[config.mk]
export PLATFORM = sky130hd
export DESIGN_NAME = i2s_adc_receiver_flat
export DESIGN_NICKNAME = d
export VERILOG_FILES = /design/src/rtl/audio_pkg.sv /design/src/rtl/i2s_adc_receiver_if.sv /design/src/rtl/audio_rx_fifo.sv /design/src/rtl/i2s_adc_receiver.sv /design/src/flat_wrapper.sv
export SDC_FILE = /design/constraint.sdc
export NUM_CORES = 1
export LEC_CHECK = 0
export ABC_CLOCK_PERIOD_IN_PS = 5600
export BUFFER_PORTS_ARGS = -buffer_cell sky130_fd_sc_hd__buf_2
export CAP_MARGIN = 30
export CORE_UTILIZATION = 40
export CTS_CLUSTER_DIAMETER = 120
export DETAILED_ROUTE_END_ITERATION = 16
export PLACE_DENSITY = 0.59
export SLEW_MARGIN = 30
export SYNTH_ARGS = -nofsm -noshare
export SYNTH_HDL_FRONTEND = slang
export SYNTH_SLANG_ARGS = --single-unit
[constraint.sdc]
create_clock -name clock -period 5.6 [get_ports clock]
set_input_delay 0.28 -clock clock [delete_from_list [all_inputs] [get_ports clock]]
set_output_delay 0.28 -clock clock [all_outputs]
set_load 0.02 [all_outputs]
[src/rtl/audio_pkg.sv]
// Shared audio definitions for the codec link (ADC capture and DAC playback sides).
// Sample widths, FIFO depth, channel encoding and the left/right sample-pair record.
`timescale 1ns/1ps
package audio_pkg;

  localparam int AUDIO_SAMPLE_W   = 24;
  localparam int AUDIO_OUT_W      = 32;
  localparam int AUDIO_FIFO_DEPTH = 8;
  localparam int AUDIO_PEAK_W     = 7;
  localparam int PEAK_DECAY_LOG2  = 20;

  // LRCK level encodes the channel currently being shifted.
  typedef enum logic {
    CH_LEFT  = 1'b0,
    CH_RIGHT = 1'b1
  } chan_t;

  typedef struct packed {
    logic [AUDIO_SAMPLE_W-1:0] left;
    logic [AUDIO_SAMPLE_W-1:0] right;
  } sample_pair_t;

endpackage

[src/rtl/i2s_adc_receiver_if.sv]
// User-side bus of the ADC receiver: read/flush controls, head-of-FIFO samples and status.
// With ADC_PEAK_EN defined the bus also carries the peak_level meter.
`timescale 1ns/1ps
interface i2s_adc_receiver_if #(
  parameter int OUT_W = audio_pkg::AUDIO_OUT_W
);
  logic                                clear_audio_in_memory;
  logic                                read_audio_in;
  logic [OUT_W-1:0]                    left_channel_audio_in;
  logic [OUT_W-1:0]                    right_channel_audio_in;
  logic                                audio_in_available;
  logic                                overflow;
`ifdef ADC_PEAK_EN
  logic [audio_pkg::AUDIO_PEAK_W-1:0]  peak_level;
`endif

  modport master (
    output clear_audio_in_memory, read_audio_in,
`ifdef ADC_PEAK_EN
    input  peak_level,
`endif
    input  left_channel_audio_in, right_channel_audio_in, audio_in_available, overflow
  );

  modport slave (
    input  clear_audio_in_memory, read_audio_in,
`ifdef ADC_PEAK_EN
    output peak_level,
`endif
    output left_channel_audio_in, right_channel_audio_in, audio_in_available, overflow
  );
endinterface

[src/rtl/audio_rx_fifo.sv]
// Synchronous first-word-fall-through FIFO of packed sample pairs.
// Clear wins over push/pop; pop on empty and push on full (without pop) are ignored.
`timescale 1ns/1ps
module audio_rx_fifo #(
  parameter int WIDTH = 48,
  parameter int DEPTH = 8
) (
  input  logic                     clk,
  input  logic                     rst_n,
  input  logic                     clear,
  input  logic                     push,
  input  logic                     pop,
  input  logic [WIDTH-1:0]         wr_data,
  output logic [WIDTH-1:0]         rd_data,
  output logic                     full,
  output logic                     empty,
  output logic [$clog2(DEPTH):0]   count
);
  localparam int AW = $clog2(DEPTH);

  logic [WIDTH-1:0] mem [DEPTH];
  logic [AW-1:0]    wr_ptr, rd_ptr;
  logic [AW:0]      count_q;
  logic             do_push, do_pop;

  assign empty   = (count_q == '0);
  assign full    = (count_q == (AW+1)'(DEPTH));
  assign do_pop  = pop & ~empty & ~clear;
  assign do_push = push & (~full | do_pop) & ~clear;

  // NOTE: storage has no reset; the count alone says which entries are valid.
  always_ff @(posedge clk) begin
    if (do_push) mem[wr_ptr] <= wr_data;
  end

  always_ff @(posedge clk or negedge rst_n) begin
    if (!rst_n) begin
      wr_ptr  <= '0;
      rd_ptr  <= '0;
      count_q <= '0;
    end else if (clear) begin
      wr_ptr  <= '0;
      rd_ptr  <= '0;
      count_q <= '0;
    end else begin
      if (do_push) wr_ptr <= wr_ptr + AW'(1);
      if (do_pop)  rd_ptr <= rd_ptr + AW'(1);
      unique case ({do_push, do_pop})
        2'b10:   count_q <= count_q + (AW+1)'(1);
        2'b01:   count_q <= count_q - (AW+1)'(1);
        default: count_q <= count_q;
      endcase
    end
  end

  assign rd_data = mem[rd_ptr];
  assign count   = count_q;

endmodule

[src/rtl/i2s_adc_receiver.sv]
// WM8731 ADC I2S capture (codec is BCLK/LRCK master): synchronizers, deserializer, pair FIFO.
// Optional feature macro ADC_PEAK_EN adds a decaying peak |sample| meter on the user bus.
`timescale 1ns/1ps
module i2s_adc_receiver
  import audio_pkg::*;
#(
  parameter int DATA_W     = AUDIO_SAMPLE_W,
  parameter int FIFO_DEPTH = AUDIO_FIFO_DEPTH,
  parameter int OUT_W      = AUDIO_OUT_W
) (
  input  logic                  clock,
  input  logic                  resetn,
  input  logic                  AUD_ADCDAT,
  input  logic                  AUD_BCLK,
  input  logic                  AUD_ADCLRCK,
  i2s_adc_receiver_if.slave     bus
);
  localparam int CNT_W = $clog2(DATA_W + 1);
  localparam int PW    = 2 * DATA_W;

  logic [1:0] bclk_sync, lrck_sync, dat_sync;
  logic       bclk_prev, bclk_rise;
  chan_t      lrck_s, lrck_prev;

  // NOTE: non-blocking assignments make each stage take the previous stage's old value.
  always_ff @(posedge clock or negedge resetn) begin
    if (!resetn) begin
      bclk_sync <= '0;
      lrck_sync <= '0;
      dat_sync  <= '0;
      bclk_prev <= 1'b0;
    end else begin
      bclk_sync <= {bclk_sync[0], AUD_BCLK};
      lrck_sync <= {lrck_sync[0], AUD_ADCLRCK};
      dat_sync  <= {dat_sync[0],  AUD_ADCDAT};
      bclk_prev <= bclk_sync[1];
    end
  end

  assign bclk_rise = bclk_sync[1] & ~bclk_prev;
  assign lrck_s    = chan_t'(lrck_sync[1]);

  logic [DATA_W-1:0] shift_reg, left_word;
  logic [CNT_W-1:0]  bitcnt;
  logic              left_ok, synced, boundary, word_full, push_req;

  assign boundary  = bclk_rise & (lrck_s != lrck_prev);
  assign word_full = (bitcnt == CNT_W'(DATA_W));
  // A pair is only complete on the R->L boundary, and only once a full frame was seen.
  assign push_req  = boundary & (lrck_s == CH_LEFT) & synced & left_ok & word_full;

  always_ff @(posedge clock or negedge resetn) begin
    if (!resetn) begin
      shift_reg <= '0;
      left_word <= '0;
      bitcnt    <= '0;
      left_ok   <= 1'b0;
      synced    <= 1'b0;
      lrck_prev <= CH_RIGHT;
    end else if (bclk_rise) begin
      if (lrck_s != lrck_prev) begin
        bitcnt    <= '0;
        lrck_prev <= lrck_s;
        if (lrck_s == CH_RIGHT) begin
          left_word <= shift_reg;
          left_ok   <= word_full;
        end else begin
          synced    <= 1'b1;
        end
      end else if (bitcnt < CNT_W'(DATA_W)) begin
        shift_reg <= {shift_reg[DATA_W-2:0], dat_sync[1]};
        bitcnt    <= bitcnt + CNT_W'(1);
      end
    end
  end

  logic [PW-1:0]               head_pair, held_pair, shown_pair;
  logic                        fifo_full, fifo_empty, pop_ok, drop, overflow_q;
  logic [$clog2(FIFO_DEPTH):0] fifo_count;

  audio_rx_fifo #(
    .WIDTH (PW),
    .DEPTH (FIFO_DEPTH)
  ) u_fifo (
    .clk     (clock),
    .rst_n   (resetn),
    .clear   (bus.clear_audio_in_memory),
    .push    (push_req),
    .pop     (bus.read_audio_in),
    .wr_data ({left_word, shift_reg}),
    .rd_data (head_pair),
    .full    (fifo_full),
    .empty   (fifo_empty),
    .count   (fifo_count)
  );

  assign pop_ok = bus.read_audio_in & (fifo_count != '0);
  assign drop   = push_req & fifo_full & ~pop_ok;

  // The outputs keep showing the last head after the FIFO drains or is flushed.
  always_ff @(posedge clock or negedge resetn) begin
    if (!resetn) begin
      held_pair  <= '0;
      overflow_q <= 1'b0;
    end else begin
      if (!fifo_empty) held_pair <= head_pair;
      if (bus.clear_audio_in_memory) overflow_q <= 1'b0;
      else if (drop)                 overflow_q <= 1'b1;
    end
  end

  assign shown_pair = fifo_empty ? held_pair : head_pair;

  assign bus.left_channel_audio_in  = {{(OUT_W-DATA_W){shown_pair[PW-1]}},     shown_pair[PW-1:DATA_W]};
  assign bus.right_channel_audio_in = {{(OUT_W-DATA_W){shown_pair[DATA_W-1]}}, shown_pair[DATA_W-1:0]};
  assign bus.audio_in_available     = ~fifo_empty;
  assign bus.overflow               = overflow_q;

`ifdef ADC_PEAK_EN
  // Magnitude with the most negative code saturated, reduced to its top meter bits.
  function automatic logic [AUDIO_PEAK_W-1:0] peak_bits(input logic [DATA_W-1:0] w);
    logic [DATA_W-1:0] mag;
    if (w == {1'b1, {(DATA_W-1){1'b0}}}) mag = {1'b0, {(DATA_W-1){1'b1}}};
    else if (w[DATA_W-1])                mag = -w;
    else                                 mag = w;
    return mag[DATA_W-2 -: AUDIO_PEAK_W];
  endfunction

  logic [AUDIO_PEAK_W-1:0]    peak_q, pk_l, pk_r, pk_pair, pk_new;
  logic [PEAK_DECAY_LOG2-1:0] decay_cnt;
  logic                       push_ok;

  assign push_ok = push_req & (~fifo_full | pop_ok) & ~bus.clear_audio_in_memory;
  assign pk_l    = peak_bits(left_word);
  assign pk_r    = peak_bits(shift_reg);
  assign pk_pair = (pk_l > pk_r) ? pk_l : pk_r;
  assign pk_new  = (pk_pair > peak_q) ? pk_pair : peak_q;

  always_ff @(posedge clock or negedge resetn) begin
    if (!resetn) begin
      peak_q    <= '0;
      decay_cnt <= '0;
    end else begin
      decay_cnt <= decay_cnt + PEAK_DECAY_LOG2'(1);
      if (bus.clear_audio_in_memory)          peak_q <= '0;
      else if (push_ok)                       peak_q <= pk_new;
      else if ((&decay_cnt) && peak_q != '0)  peak_q <= peak_q - AUDIO_PEAK_W'(1);
    end
  end

  assign bus.peak_level = peak_q;
`endif

endmodule

[src/flat_wrapper.sv]
// flat-port wrapper written by rule: the top's interface ports become plain ports
module i2s_adc_receiver_flat import audio_pkg::*;
#(
  parameter int DATA_W     = AUDIO_SAMPLE_W,
  parameter int FIFO_DEPTH = AUDIO_FIFO_DEPTH,
  parameter int OUT_W      = AUDIO_OUT_W
)
  (clock, resetn, AUD_ADCDAT, AUD_BCLK, AUD_ADCLRCK, bus_clear_audio_in_memory, bus_read_audio_in, bus_left_channel_audio_in, bus_right_channel_audio_in, bus_audio_in_available, bus_overflow);
  i2s_adc_receiver_if #(.OUT_W(OUT_W)) bus_i ();
  input  logic clock;
  input  logic resetn;
  input  logic AUD_ADCDAT;
  input  logic AUD_BCLK;
  input  logic AUD_ADCLRCK;
  input wire logic [$bits(bus_i.clear_audio_in_memory)-1:0] bus_clear_audio_in_memory;
  input wire logic [$bits(bus_i.read_audio_in)-1:0] bus_read_audio_in;
  output wire logic [$bits(bus_i.left_channel_audio_in)-1:0] bus_left_channel_audio_in;
  output wire logic [$bits(bus_i.right_channel_audio_in)-1:0] bus_right_channel_audio_in;
  output wire logic [$bits(bus_i.audio_in_available)-1:0] bus_audio_in_available;
  output wire logic [$bits(bus_i.overflow)-1:0] bus_overflow;
  assign bus_i.clear_audio_in_memory = bus_clear_audio_in_memory;
  assign bus_i.read_audio_in = bus_read_audio_in;
  assign bus_left_channel_audio_in = bus_i.left_channel_audio_in;
  assign bus_right_channel_audio_in = bus_i.right_channel_audio_in;
  assign bus_audio_in_available = bus_i.audio_in_available;
  assign bus_overflow = bus_i.overflow;
  i2s_adc_receiver #(.DATA_W(DATA_W), .FIFO_DEPTH(FIFO_DEPTH), .OUT_W(OUT_W)) u_core (.clock(clock), .resetn(resetn), .AUD_ADCDAT(AUD_ADCDAT), .AUD_BCLK(AUD_BCLK), .AUD_ADCLRCK(AUD_ADCLRCK), .bus(bus_i));
endmodule
==> impl_metrics.json <==
{
  "outcome": "finished with violations",
  "failed_checks": "design-rule violations",
  "synth_warnings": 0,
  "fp.dieW_um": 220.8,
  "p_comb_share_pct": 6.6,
  "largest_register_ffs": 384,
  "wl_per_cell_um": 22.45,
  "intPower_mw": 6.604,
  "die-area_um2": 48760,
  "fmax_mhz": 276.5,
  "cts.path.max_buffers": 3,
  "num_rows": 79,
  "firstDrtPassIters": 11,
  "design_area_um2": 22030,
  "gp_congestion": 0.7358,
  "vias_per_cell": 5.245,
  "finalClockSkew_ns": 0.02384,
  "whs_ns": 0.03582,
  "setup_tns_ns": 0,
  "r2r_slack_ns": 2.00,
  "dpl_cell_area_um2": 20210,
  "worstSetupEndpointType": "output port",
  "finalMaxSlewViolations": 0,
  "synth-main-ff-cell": "edfxtp_1",
  "fin_crit_ns": 3.616,
  "worstPathArrival_ns": 3.34,
  "path_max_fanout": 38,
  "antenna_cells": 0,
  "grt_pass1_vias": 9621,
  "total_power_mw": 8.659,
  "cts_tree": "done",
  "grt_max_degree": 67,
  "post-place-ws_ns": 1.968,
  "cts_buffers": 52,
  "cts_resized": 0,
  "drive_gt1_share_pct": 27.64,
  "nNetsFinal": 1108,
  "wl_met1_um": 17140,
  "routed_wl_um": 39120,
  "wl_met3_um": 1856,
  "synth_edf_count": 384,
  "multi_input_area_um2": 4278,
  "peakVddDrop_v": 0.0002877,
  "antenna_found_initial": 1,
  "min_from": "bus_clear_audio_in_memory",
  "htreeDepth": 2,
  "ys_seq_elements": 506,
  "initial_core_util_pct": 40.88,
  "p_switching_mw": 2.055,
  "crit_path_end": "bus_right_channel_audio_in[3]",
  "insertion_delay_ns": 0.60,
  "relSlewSlack_pct": 42.28,
  "rsz0062_at_grt": "no",
  "tightest_slew_ns": 0.8637,
  "grt_pass1_wl_um": 60100,
  "post_cts_buffers": 0,
  "p_per_area_nw_per_um2": 393.0,
  "p_sw_share_pct": 23.73,
  "wl_met2_um": 19300,
  "ios": 73,
  "yosysTopAreaCellShare_pct": 60.21,
  "start_kind": "flop",
  "r2r-start": "u_core.lrck_prev",
  "drtIter0Drc": 614,
  "via_count": 9142,
  "p_clk_share_pct": 40.7,
  "syn_nets": 1020,
  "crit_required_ns": 5.32,
  "min_period_over_period_pct": 64.58,
  "synthCells": 1006,
  "ys_seq_area_share_pct": 76.15,
  "syn_avg_cell_area_um2": 19.04,
  "cts_sinks": 506,
  "max_cap_violations": 0,
  "route.detailed.drc": 3,
  "dr.max_layer_used": "met4",
  "overflow": 0,
  "hold_viol_final": 0,
  "worstSetupPathType": "flop to output port",
  "ant_nets": 0,
  "synth_area_leader_cell": "edfxtp_1",
  "top_register": "u_core.u_fifo.mem",
  "pwr-share-seq_pct": 52.7,
  "fin_util_pct": 47.03,
  "cp-startpoint": "u_core.u_fifo.rd_ptr[0]",
  "layout.area.seq_um2": 14590,
  "yosysUniqueCellTypes": 42,
  "clk_pin_slew_ns": 0.06,
  "port_buffers": 72,
  "core_area_um2": 46850,
  "rr_worst_depth": 6,
  "top_regs": "u_core.u_fifo.mem (384), u_core.held_pair (48)",
  "fillers": 3944,
  "synthTopCellsByArea": "edfxtp_1, dfrtp_1, mux4_2, mux2i_1, nand2_1",
  "p_leak_nw": 7.689,
  "track_usage_pct": 16.53,
  "synth_area_um2": 19150,
  "die_y_um": 220.8,
  "root_buffer": "clkbuf_16",
  "hpwl_um": 22600,
  "setup_viol": 0,
  "worstHoldPathType": "input pin to flop",
  "ys_async_sr_fraction_pct": 24.11,
  "rr_endpoint": "u_core.u_fifo.mem[3][7]",
  "syn_to_final_growth_pct": 15.05,
  "placed_cells": 1642,
  "fin_ws_ns": 1.984,
  "final-instance-count-excl-fill": 1743
}
[area by class of cell]
type                            count  area share (%)
Inverter                            7          0.1193
Timing Repair Buffer               99           2.800
Clock buffer                       65           6.309
Multi-Input combinational cell    428           19.42
Tap cell                          607           3.447
Clock inverter                     31           1.675
Sequential cell                   506           66.24
[cells in the final DEF (no fill, tap or decap), types with 2 or more instances in the layout]
cell type / count
edfxtp_1: 384
nand2_1: 130
dfrtp_1: 118
mux4_2: 96
buf_2: 71
o21ai_0: 56
clkbuf_16: 52
mux2i_1: 50
mux2_2: 25
buf_4: 20
clkinv_2: 12
nor2_1: 10
clkbuf_1: 9
inv_1: 7
ha_1: 7
bufinv_16: 7
nand3_1: 6
nor2_4: 6
xor2_1: 6
nor3_1: 4
a21oi_1: 4
clkinvlp_4: 4
clkbuf_8: 4
clkinv_1: 4
dlygate4sd3_1: 4
nand2b_1: 3
buf_12: 3
and3_1: 2
nor3_2: 2
a41oi_1: 2
inv_6: 2
dfrtp_4: 2
[critical path, stage by stage, from the launching register on]
cell and delay [ns]:
dfrtp_4 0.99, buf_4 0.54, mux4_2 0.56, mux2i_1 0.28
o21ai_0 0.16, buf_2 0.20
[how the worst min path moves through the flow]
stage                                         end  slack, ns  cells past startpoint
after global routing      u_core.u_fifo.rd_ptr[1]       0.04                      2
after floorplan                  u_core.bclk_prev      -0.02                      0
final                         u_core.bus.overflow       0.04                      2
after detailed placement       u_core.dat_sync[1]       0.34                      0
after global placement         u_core.dat_sync[1]       0.33                      0
after CTS                     u_core.bus.overflow     0.0001                      2
[cells in the mapped netlist (7+ instances only)]
cell,number
inv_1,7
buf_4,16
buf_2,12
dfrtp_1,121
o21ai_0,56
nand2_1,130
edfxtp_1,384
mux4_2,96
mux2_2,25
ha_1,7
clkbuf_1,33
nor2_1,16
mux2i_1,50
[power groups by stage]
stage	Sequential, mW	Combinational [mW]	Clock (mW)
3_3_place_gp	4.63	0.571	0
2_1_floorplan	4.52	0.408	0
4_1_cts	4.56	0.585	3.63
6_report	4.56	0.569	3.53
5_1_grt	4.60	0.632	3.76
3_5_place_dp	4.64	0.581	0
[routing by layer]
layer,vias to the layer above,track usage [%]
met4,0,4.850
met2,220,27.27
met3,61,2.974
li1,4076,-
met5,-,0
met1,4785,22.51
[kinds of logic after synthesis]
family | after synthesis | share of synthesized area (%)
fa+ha+maj | 7 | 0.4573
compound gates | 70 | 2.006
xor+xnor | 7 | 0.3201
flops | 506 | 76.15
mux | 171 | 15.37
simple gates | 173 | 3.848
buf+inv | 72 | 1.842
[repair_timing]
item                                    CTS  global route
hold buffers                              4             0
endpoints found under the setup margin    0             0
hold endpoints to repair                 68             0
No activity file was read; power rests on OpenSTA's default activity.
